--- src/rtl/msk_mixcolumn_pipe_pkg.sv ---
// Shared definitions for the masked (Inv)MixColumns pipe.
// Contents: per-beat mode encoding, the AES reduction polynomial, xtime, and
// the share/byte layout index helper used to (de)interleave a d-share column.
package msk_mixcolumn_pipe_pkg;

    typedef enum logic [1:0] {
        ModeMix       = 2'b00,
        ModeInvMix    = 2'b01,
        ModeBypass    = 2'b10,
        ModeBypassAlt = 2'b11
    } mode_e;

    localparam logic [7:0] GfPoly = 8'h1b;

    // Multiply by 2 in GF(2^8) mod x^8+x^4+x^3+x+1.
    function automatic logic [7:0] xtime(input logic [7:0] b);
        return {b[6:0], 1'b0} ^ (b[7] ? GfPoly : 8'h00);
    endfunction

    // Position of bit i of share s within row (byte) r of a d-share column.
    function automatic int unsigned sh_bit_idx(input int unsigned d, input int unsigned r,
                                               input int unsigned i, input int unsigned s);
        return 8 * d * r + i * d + s;
    endfunction

endpackage

--- src/rtl/msk_mixcolumn_pipe_if.sv ---
// Beat-level bus of the masked (Inv)MixColumns pipe.
// master: producer/consumer side (drives in_valid, in_mode, sh_col_in, out_ready, col_clr).
// slave : the pipe itself (drives in_ready, out_valid, sh_col_out, out_last).
interface msk_mixcolumn_pipe_if #(
    parameter int unsigned d = 2
);
    logic              in_valid;
    logic              in_ready;
    logic [1:0]        in_mode;
    logic [32*d-1:0]   sh_col_in;
    logic              out_valid;
    logic              out_ready;
    logic [32*d-1:0]   sh_col_out;
    logic              out_last;
    logic              col_clr;

    modport master (
        output in_valid, in_mode, sh_col_in, out_ready, col_clr,
        input  in_ready, out_valid, sh_col_out, out_last
    );

    modport slave (
        input  in_valid, in_mode, sh_col_in, out_ready, col_clr,
        output in_ready, out_valid, sh_col_out, out_last
    );
endinterface

--- src/rtl/msk_col_mix_share.sv ---
// Combinational (Inv)MixColumns on a single share of one column.
// Ports: col   - 32-bit share column, row r in [8*r +: 8]
//        mode  - MixColumns, InvMixColumns or bypass
//        mixed - transformed share column, same layout
module msk_col_mix_share
    import msk_mixcolumn_pipe_pkg::*;
(
    input  logic [31:0] col,
    input  mode_e       mode,
    output logic [31:0] mixed
);

    logic [7:0] a  [4];
    logic [7:0] x2 [4];
    logic [7:0] x4 [4];
    logic [7:0] x8 [4];

    always_comb begin
        for (int r = 0; r < 4; r++) begin
            a[r]  = col[8*r +: 8];
            x2[r] = xtime(a[r]);
            x4[r] = xtime(x2[r]);
            x8[r] = xtime(x4[r]);
        end
    end

    // 2-bit indices wrap naturally, giving the mod-4 row rotation.
    always_comb begin
        mixed = col;
        for (int r = 0; r < 4; r++) begin
            case (mode)
                ModeMix: begin
                    mixed[8*r +: 8] = x2[2'(r)]
                                    ^ x2[2'(r + 1)] ^ a[2'(r + 1)]
                                    ^ a[2'(r + 2)]
                                    ^ a[2'(r + 3)];
                end
                ModeInvMix: begin
                    mixed[8*r +: 8] = (x8[2'(r)] ^ x4[2'(r)] ^ x2[2'(r)])
                                    ^ (x8[2'(r + 1)] ^ x2[2'(r + 1)] ^ a[2'(r + 1)])
                                    ^ (x8[2'(r + 2)] ^ x4[2'(r + 2)] ^ a[2'(r + 2)])
                                    ^ (x8[2'(r + 3)] ^ a[2'(r + 3)]);
                end
                default: ;
            endcase
        end
    end

endmodule

--- src/rtl/msk_mixcolumn_pipe.sv ---
// Pipelined, elastic masked (Inv)MixColumns unit, one d-share column per beat.
// Ports: clk, syn_rst_n (synchronous, active-low)
//        bus (slave): in_valid/in_ready/in_mode/sh_col_in, out_valid/out_ready/
//                     sh_col_out/out_last, col_clr
// Shares are split, transformed independently and re-interleaved; the result is
// captured in stage 1 and carried unchanged through stages 2..PIPE.
module msk_mixcolumn_pipe
    import msk_mixcolumn_pipe_pkg::*;
#(
    parameter int unsigned d    = 2,
    parameter int unsigned PIPE = 1
) (
    input logic                 clk,
    input logic                 syn_rst_n,
    msk_mixcolumn_pipe_if.slave bus
);

    localparam int unsigned W = 32 * d;

    logic [31:0]     share_in  [d];
    logic [31:0]     share_out [d];
    logic [W-1:0]    mix_flat;

    for (genvar s = 0; s < d; s++) begin : g_share
        for (genvar r = 0; r < 4; r++) begin : g_row
            for (genvar i = 0; i < 8; i++) begin : g_bit
                assign share_in[s][8*r+i]            = bus.sh_col_in[sh_bit_idx(d, r, i, s)];
                assign mix_flat[sh_bit_idx(d, r, i, s)] = share_out[s][8*r+i];
            end
        end

        msk_col_mix_share u_mix (
            .col   (share_in[s]),
            .mode  (mode_e'(bus.in_mode)),
            .mixed (share_out[s])
        );
    end

    logic [PIPE-1:0] valid_q;
    logic [W-1:0]    data_q [PIPE];
    logic [1:0]      idx_q  [PIPE];
    logic [PIPE-1:0] load;
    logic [PIPE-1:0] up_valid;
    logic [W-1:0]    up_data [PIPE];
    logic [1:0]      up_idx  [PIPE];
    logic [1:0]      cnt_q, cnt_d, beat_idx;
    logic            accept;

    // A stage loads when empty or when its successor (or the output) takes its
    // beat this cycle; the chain makes in_ready combinational from out_ready.
    always_comb begin
        load = '0;
        load[PIPE-1] = ~valid_q[PIPE-1] | bus.out_ready;
        for (int k = int'(PIPE) - 2; k >= 0; k--) begin
            load[k] = ~valid_q[k] | load[k+1];
        end
    end

    assign accept   = bus.in_valid & load[0];
    assign beat_idx = bus.col_clr ? 2'd0 : cnt_q;

    always_comb begin
        cnt_d = cnt_q;
        if (accept) begin
            cnt_d = beat_idx + 2'd1;
        end else if (bus.col_clr) begin
            cnt_d = 2'd0;
        end
    end

    always_comb begin
        up_valid = '0;
        up_data  = '{default: '0};
        up_idx   = '{default: '0};
        up_valid[0] = bus.in_valid;
        up_data[0]  = mix_flat;
        up_idx[0]   = beat_idx;
        for (int k = 1; k < int'(PIPE); k++) begin
            up_valid[k] = valid_q[k-1];
            up_data[k]  = data_q[k-1];
            up_idx[k]   = idx_q[k-1];
        end
    end

    always_ff @(posedge clk) begin
        if (!syn_rst_n) begin
            valid_q <= '0;
            data_q  <= '{default: '0};
            idx_q   <= '{default: '0};
            cnt_q   <= 2'd0;
        end else begin
            cnt_q <= cnt_d;
            for (int k = 0; k < int'(PIPE); k++) begin
                if (load[k]) begin
                    valid_q[k] <= up_valid[k];
                    // Bubbles only clear the valid bit; data keeps its last beat.
                    if (up_valid[k]) begin
                        data_q[k] <= up_data[k];
                        idx_q[k]  <= up_idx[k];
                    end
                end
            end
        end
    end

    assign bus.in_ready   = load[0];
    assign bus.out_valid  = valid_q[PIPE-1];
    assign bus.sh_col_out = data_q[PIPE-1];
    assign bus.out_last   = valid_q[PIPE-1] & (idx_q[PIPE-1] == 2'd3);

endmodule

--- src/flat_wrapper.sv ---
// flat-port wrapper written by rule: the top's interface ports become plain ports
module msk_mixcolumn_pipe_flat import msk_mixcolumn_pipe_pkg::*;
#(
    parameter int unsigned d    = 2,
    parameter int unsigned PIPE = 1
)
  (clk, syn_rst_n, bus_in_valid, bus_in_mode, bus_sh_col_in, bus_out_ready, bus_col_clr, bus_in_ready, bus_out_valid, bus_sh_col_out, bus_out_last);
  msk_mixcolumn_pipe_if #(.d(d)) bus_i ();
  input logic clk;
  input logic syn_rst_n;
  input wire logic [$bits(bus_i.in_valid)-1:0] bus_in_valid;
  input wire logic [$bits(bus_i.in_mode)-1:0] bus_in_mode;
  input wire logic [$bits(bus_i.sh_col_in)-1:0] bus_sh_col_in;
  input wire logic [$bits(bus_i.out_ready)-1:0] bus_out_ready;
  input wire logic [$bits(bus_i.col_clr)-1:0] bus_col_clr;
  output wire logic [$bits(bus_i.in_ready)-1:0] bus_in_ready;
  output wire logic [$bits(bus_i.out_valid)-1:0] bus_out_valid;
  output wire logic [$bits(bus_i.sh_col_out)-1:0] bus_sh_col_out;
  output wire logic [$bits(bus_i.out_last)-1:0] bus_out_last;
  assign bus_i.in_valid = bus_in_valid;
  assign bus_i.in_mode = bus_in_mode;
  assign bus_i.sh_col_in = bus_sh_col_in;
  assign bus_i.out_ready = bus_out_ready;
  assign bus_i.col_clr = bus_col_clr;
  assign bus_in_ready = bus_i.in_ready;
  assign bus_out_valid = bus_i.out_valid;
  assign bus_sh_col_out = bus_i.sh_col_out;
  assign bus_out_last = bus_i.out_last;
  msk_mixcolumn_pipe #(.d(d), .PIPE(PIPE)) u_core (.clk(clk), .syn_rst_n(syn_rst_n), .bus(bus_i));
endmodule
--- config.mk ---
export PLATFORM = sky130hd
export DESIGN_NAME = msk_mixcolumn_pipe_flat
export DESIGN_NICKNAME = d
export VERILOG_FILES = /design/src/rtl/msk_mixcolumn_pipe_pkg.sv /design/src/rtl/msk_mixcolumn_pipe_if.sv /design/src/rtl/msk_col_mix_share.sv /design/src/rtl/msk_mixcolumn_pipe.sv /design/src/flat_wrapper.sv
export SDC_FILE = /design/constraint.sdc
export NUM_CORES = 1
export LEC_CHECK = 0
export ABC_AREA = 1
export CAP_MARGIN = 20
export CORE_MARGIN = 1
export CORE_UTILIZATION = 37
export DETAILED_ROUTE_END_ITERATION = 12
export PLACE_DENSITY = 0.87
export REMOVE_ABC_BUFFERS = 1
export SLEW_MARGIN = 20
export SYNTH_ARGS = -nofsm -noshare
export SYNTH_HDL_FRONTEND = slang
export SYNTH_HIERARCHICAL = 1
export SYNTH_SLANG_ARGS = --single-unit
--- constraint.sdc ---
create_clock -name clk -period 1 [get_ports clk]
set_input_delay 0.15 -clock clk [delete_from_list [all_inputs] [get_ports clk]]
set_output_delay 0.15 -clock clk [all_outputs]
set_load 0.03 [all_outputs]
* Word-level counts from Yosys, hierarchy flattened
Cells that the tools add are included.
W data, S select, Z words.
** Word-level totals
- Memories kept :: 0
- Input bits :: 71
- Word-level logic and storage cells :: 24
- Latch bits :: 0
- RAM bits :: 0
- Bits in registers :: 69
- ROM bits :: 0
** Cells by class
- Add/sub/neg operators :: 1
- $lt $le $gt $ge :: 0
- Equal/unequal tests :: 2
- Muxes and demuxes :: 10
- Divide/modulo/power cells :: 0
- Shifts and indexed selects :: 0
- Multipliers :: 0
- Reductions and logical operators :: 3
- Bitwise logic cells :: 4
** Operators with widths (count)
- $mux W8 :: 8
- $mux W2 :: 2
- $add A2 B1 Y2 const B :: 1
- $and A1 B1 Y1 :: 2
- $eq A2 B1 Y1 const B :: 1
- $eq A2 B2 Y1 const B :: 1
- $logic_not A2 Y1 :: 1
- $reduce_and A2 Y1 :: 1
- $reduce_or A2 Y1 :: 1
- $not A1 Y1 :: 1
- $or A1 B1 Y1 :: 1

* Depth between registers and ports, before layout
- Depth in word-level cells :: 4
- Gate-level depth with buffers :: 7
- Depth with buffers taken out :: 6

* Modules after synthesis
Netlist, hierarchy kept.
** Modules (own cells, without submodules)
- msk_mixcolumn_pipe :: area each 2426.1 µm², times used 1, seq. area each 1381.3 µm², cells each 308
- msk_col_mix_share :: area each 240.2 µm², times used 2, seq. area each 0.0 µm², cells each 32

* Worst setup path before layout
Ideal clock, no wire load.
- Kind :: reg2reg
- Start :: reg u_core.valid_q, in the netlist u_core/bus.out_valid
- End :: reg u_core.data_q (netlist bit u_core/bus.sh_col_out[10])
- Setup time :: 0.065 ns
- Path slack :: -0.395 ns
- Stages on the path, launching flop included :: 7
- Arrival time :: 1.331 ns
- Clock period less this slack :: 1.395 ns
- Data required time :: 0.935 ns
- Path through :: dfxtp_1 -> nand2_2 -> nand2_2 -> buf_4 -> buf_4 -> o21ai_0 -> nor2_1
** Between the ends
- Word-level cells in the longest chain between the ends :: 3
** RTL lines
- start, declared :: RTL line msk_mixcolumn_pipe.sv:39 : logic [PIPE-1:0] valid_q;
- start signal, assigned by index :: RTL line msk_mixcolumn_pipe.sv:95 : valid_q[k] <= up_valid[k];
- $not A1 Y1 :: RTL line msk_mixcolumn_pipe.sv:53 : load[PIPE-1] = ~valid_q[PIPE-1] | bus.out_ready;
- $or A1 B1 Y1 :: RTL line msk_mixcolumn_pipe.sv:53
- via bus_in_ready :: RTL line flat_wrapper.sv:16 : output wire logic [$bits(bus_i.in_ready)-1:0] bus_in_ready;
- $reduce_and A2 Y1 (no line)
- end signal, assigned by index :: RTL line msk_mixcolumn_pipe.sv:98 : data_q[k] <= up_data[k];
- end, declared :: RTL line msk_mixcolumn_pipe.sv:40 : logic [W-1:0] data_q [PIPE];
The timed path passes the listed nets, and every way through them passes these cells.
A chain may end at the register's enable or synchronous reset.

* Final worst setup path
- Start :: reg u_core.valid_q, in the netlist u_core/bus.out_valid
- End :: out bus_out_last
** Between the ends
- Word-level cells in the longest chain between the ends :: 1
** RTL lines
- $and A1 B1 Y1 :: RTL line msk_mixcolumn_pipe.sv:109 : assign bus.out_last = valid_q[PIPE-1] & (idx_q[PIPE-1] == 2'd3);
- end, declared :: RTL line flat_wrapper.sv:19 : output wire logic [$bits(bus_i.out_last)-1:0] bus_out_last;
Every way passes these cells.

==> reports/metrics.csv <==
stage;metric;value;unit
route;ant_nets;0;
synthesis;avgSynthCellArea;7.81;µm²
clocking;root_buffer;clkbuf_8;
setup_path;required;0.85;ns
clocking;cts_made_buffers;9;
clocking;clock_latency;0.33;ns
synthesis;seq_area_frac_synth;0.475;
setup_path;critPathSlowestCell;dfxtp_4;
die;rows;31;
clocking;clkSlewWorstSetupHoldPaths;0.07;ns
die;initial_utilization;0.392;
synthesis;yosys_warnings;6;
setup_path;slowest_delay;0.36;ns
clocking;cts-hold-fix-buffers;0;
power_and_ir_drop;leakage;0.00205;µW
clocking;cts_buffer_depth;2;
global_route;grt_overflow;0;
route;first_iter_violations;89;
setup_path;path_cells;buf_6 > and3_4 > buf_6;
global_route;antenna_found_initial;0;
global_route;grt_max_degree;47;
setup_path;critPathMostFrequentCell;buf_6;
placed_design;dp_hpwl;4850;µm
sta;rsz0062_at_grt;yes;
route;drtPass1Iterations;4;
route;vias;2731;
route;drc;0;
die;dieArea;8210;µm²
route;wl_per_cell;15.9;µm
setup_path;critPathMaxFanout;3;
hold_path;hold_class;in -> reg;
clocking;h-tree-depth;3;
die;pin_count;138;
synthesis;synth_seq_cells;69;
layout;final_cell_mix;nor2_1, buf_6, clkdlybuf4s50_1, dfxtp_2, o21ai_0;
synthesis;syn_inst;372;
setup_path;worst_setup_path_end_kind;output pin;
sta;timing.final.crit_share;1.24;
layout;fillerInstances;588;
layout;drive_above_1_share;0.530;
die;core;7410;µm²
sta;max_slew_margin;0.820;
sta;fin_crit;1.24;ns
outcome;failed_checks;setup timing;
sta;postLayoutSetupSlackWorst;-0.238;ns
layout;stdcell_area;4940;µm²
die;die_h;90.6;µm
synthesis;synth_cell_types;18;
route;drt-vias-per-instance;4.80;
setup_path;start_kind;flip-flop;
sta;worst_pin_slew;0.267;ns
clocking;cts_tree;done;
layout;nets;536;
sta;setup_tns;-11.99;ns
route;routed_wl;9050;µm
global_route;grt_util_all_layers;0.208;
sta;hold_viol;0;
clocking;clock-sinks;69;
placed_design;gp_congestion;0.744;
global_route;grt_pass1_vias;2733;
power_and_ir_drop;powerDensity;1540;nW/µm²
placed_design;portBuffers;135;
sta;maxSlewViolCount;0;
setup_path;crit_type;reg -> out;
layout;antenna_cells;0;
setup_path;critPathArrivalTime;1.09;ns
sta;hold_ws;0.252;ns
layout;post-route-util;0.667;
layout;area_delta_synth_final;70.0;%
synthesis;syn-cell-area;2910;µm²
die;die_w;90.6;µm
power_and_ir_drop;ir_drop;0.868;mV
sta;setup_violations;70;
job;max-cap-violations;0;
sta;fin_skew;0.00451;ns
placed_design;dpl_cell_area;3740;µm²
global_route;grt_pass1_wl;13300;µm
layout;layout.cells.most_common;nor2_1;
sta;max_freq;808;MHz
outcome;status;finished, violations left;
## synthesized netlist by cell type (all sizes together)
master / instances / area (µm²)
nand2: 5 / 23.8
a21oi: 3 / 18.8
o21ai: 66 / 330
inv: 6 / 22.5
nor2: 136 / 510
nand4: 1 / 6.26
dfxtp: 69 / 1380
buf: 77 / 576
and3: 1 / 6.26
clkbuf: 8 / 31.3
## final timing paths
kind                            cells past startpoint  slack (ns)                   endpoint                 startpoint
worst min-delay path                                4        0.25            u_core/cnt_q[0]                  syn_rst_n
worst min register to register                      2        0.47  u_core/bus.sh_col_out[56]  u_core/bus.sh_col_out[56]
worst max register to register                      6       -0.23            u_core/idx_q[0]       u_core/bus.out_valid
worst max-delay path                                3       -0.24               bus_out_last       u_core/bus.out_valid
## final cells by class
cell class              instances  area [µm²]  share of cell area
inverters                       6        22.5             0.00456
multi-input cells             212        1180               0.239
flip-flops and latches         69        1500               0.303
repair buffers                167        1910               0.386
clock inverters                 4        45.0             0.00911
well taps                      99         124              0.0251
clock buffers                  12         165              0.0334
## layer usage
metal	global-route usage	wire [µm]	vias to the layer above
li1	-	-	1301
met1	0.217	3310	1300
met2	0.388	5060	116
met3	0.0564	565	14
met4	0.0860	119	0
met5	0	0	-
## report_power, final
part           total [µW]  leakage, µW  switching (µW)  internal, µW
Clock                2380     0.000112            1030          1340
Sequential           3180     0.000596             189          2990
Combinational        2040      0.00134            1010          1030
Total                7600      0.00205            2230          5370
## logic make-up after synthesis
| family | after synthesis | share of synthesized area |
|---|---|---|
| and+or+nand+nor | 143 | 0.188 |
| buffers and inverters | 91 | 0.217 |
| DFF | 69 | 0.475 |
| AOI/OAI and AO/OA | 69 | 0.120 |
## worst max-delay path: cells and delay by family, from the launching register on
| family | cells | cell delay, ns |
|---|---|---|
| flops | 1 | 0.36 |
| buf+inv | 2 | 0.24 |
| simple gates | 1 | 0.15 |
## per-stage QoR
stage          power, µW  setup WS (ns)  cells
6_report            7600         -0.238    569
5_1_grt             7890         -0.278    569
4_1_cts             7400         -0.253    567
3_5_place_dp        4640         -0.462    530
3_3_place_gp        4600         -0.403    530
2_1_floorplan       3850          -1.21    287
## sequential cells by signal, indices dropped and copies added (netlist names)
name,flops
u_core/bus.sh_col_out,64
u_core/cnt_q,2
u_core/idx_q,2
u_core/bus.out_valid,1
## timing repair
| action | CTS | global route |
|---|---|---|
| cloned | 10 | 1 |
| buffers inserted | 11 | 9 |
| pin swaps | 36 | 42 |
| gates resized for setup | 93 | 171 |
| endpoints found under the setup margin | 109 | 110 |
Power figures use the tool's default switching activity.
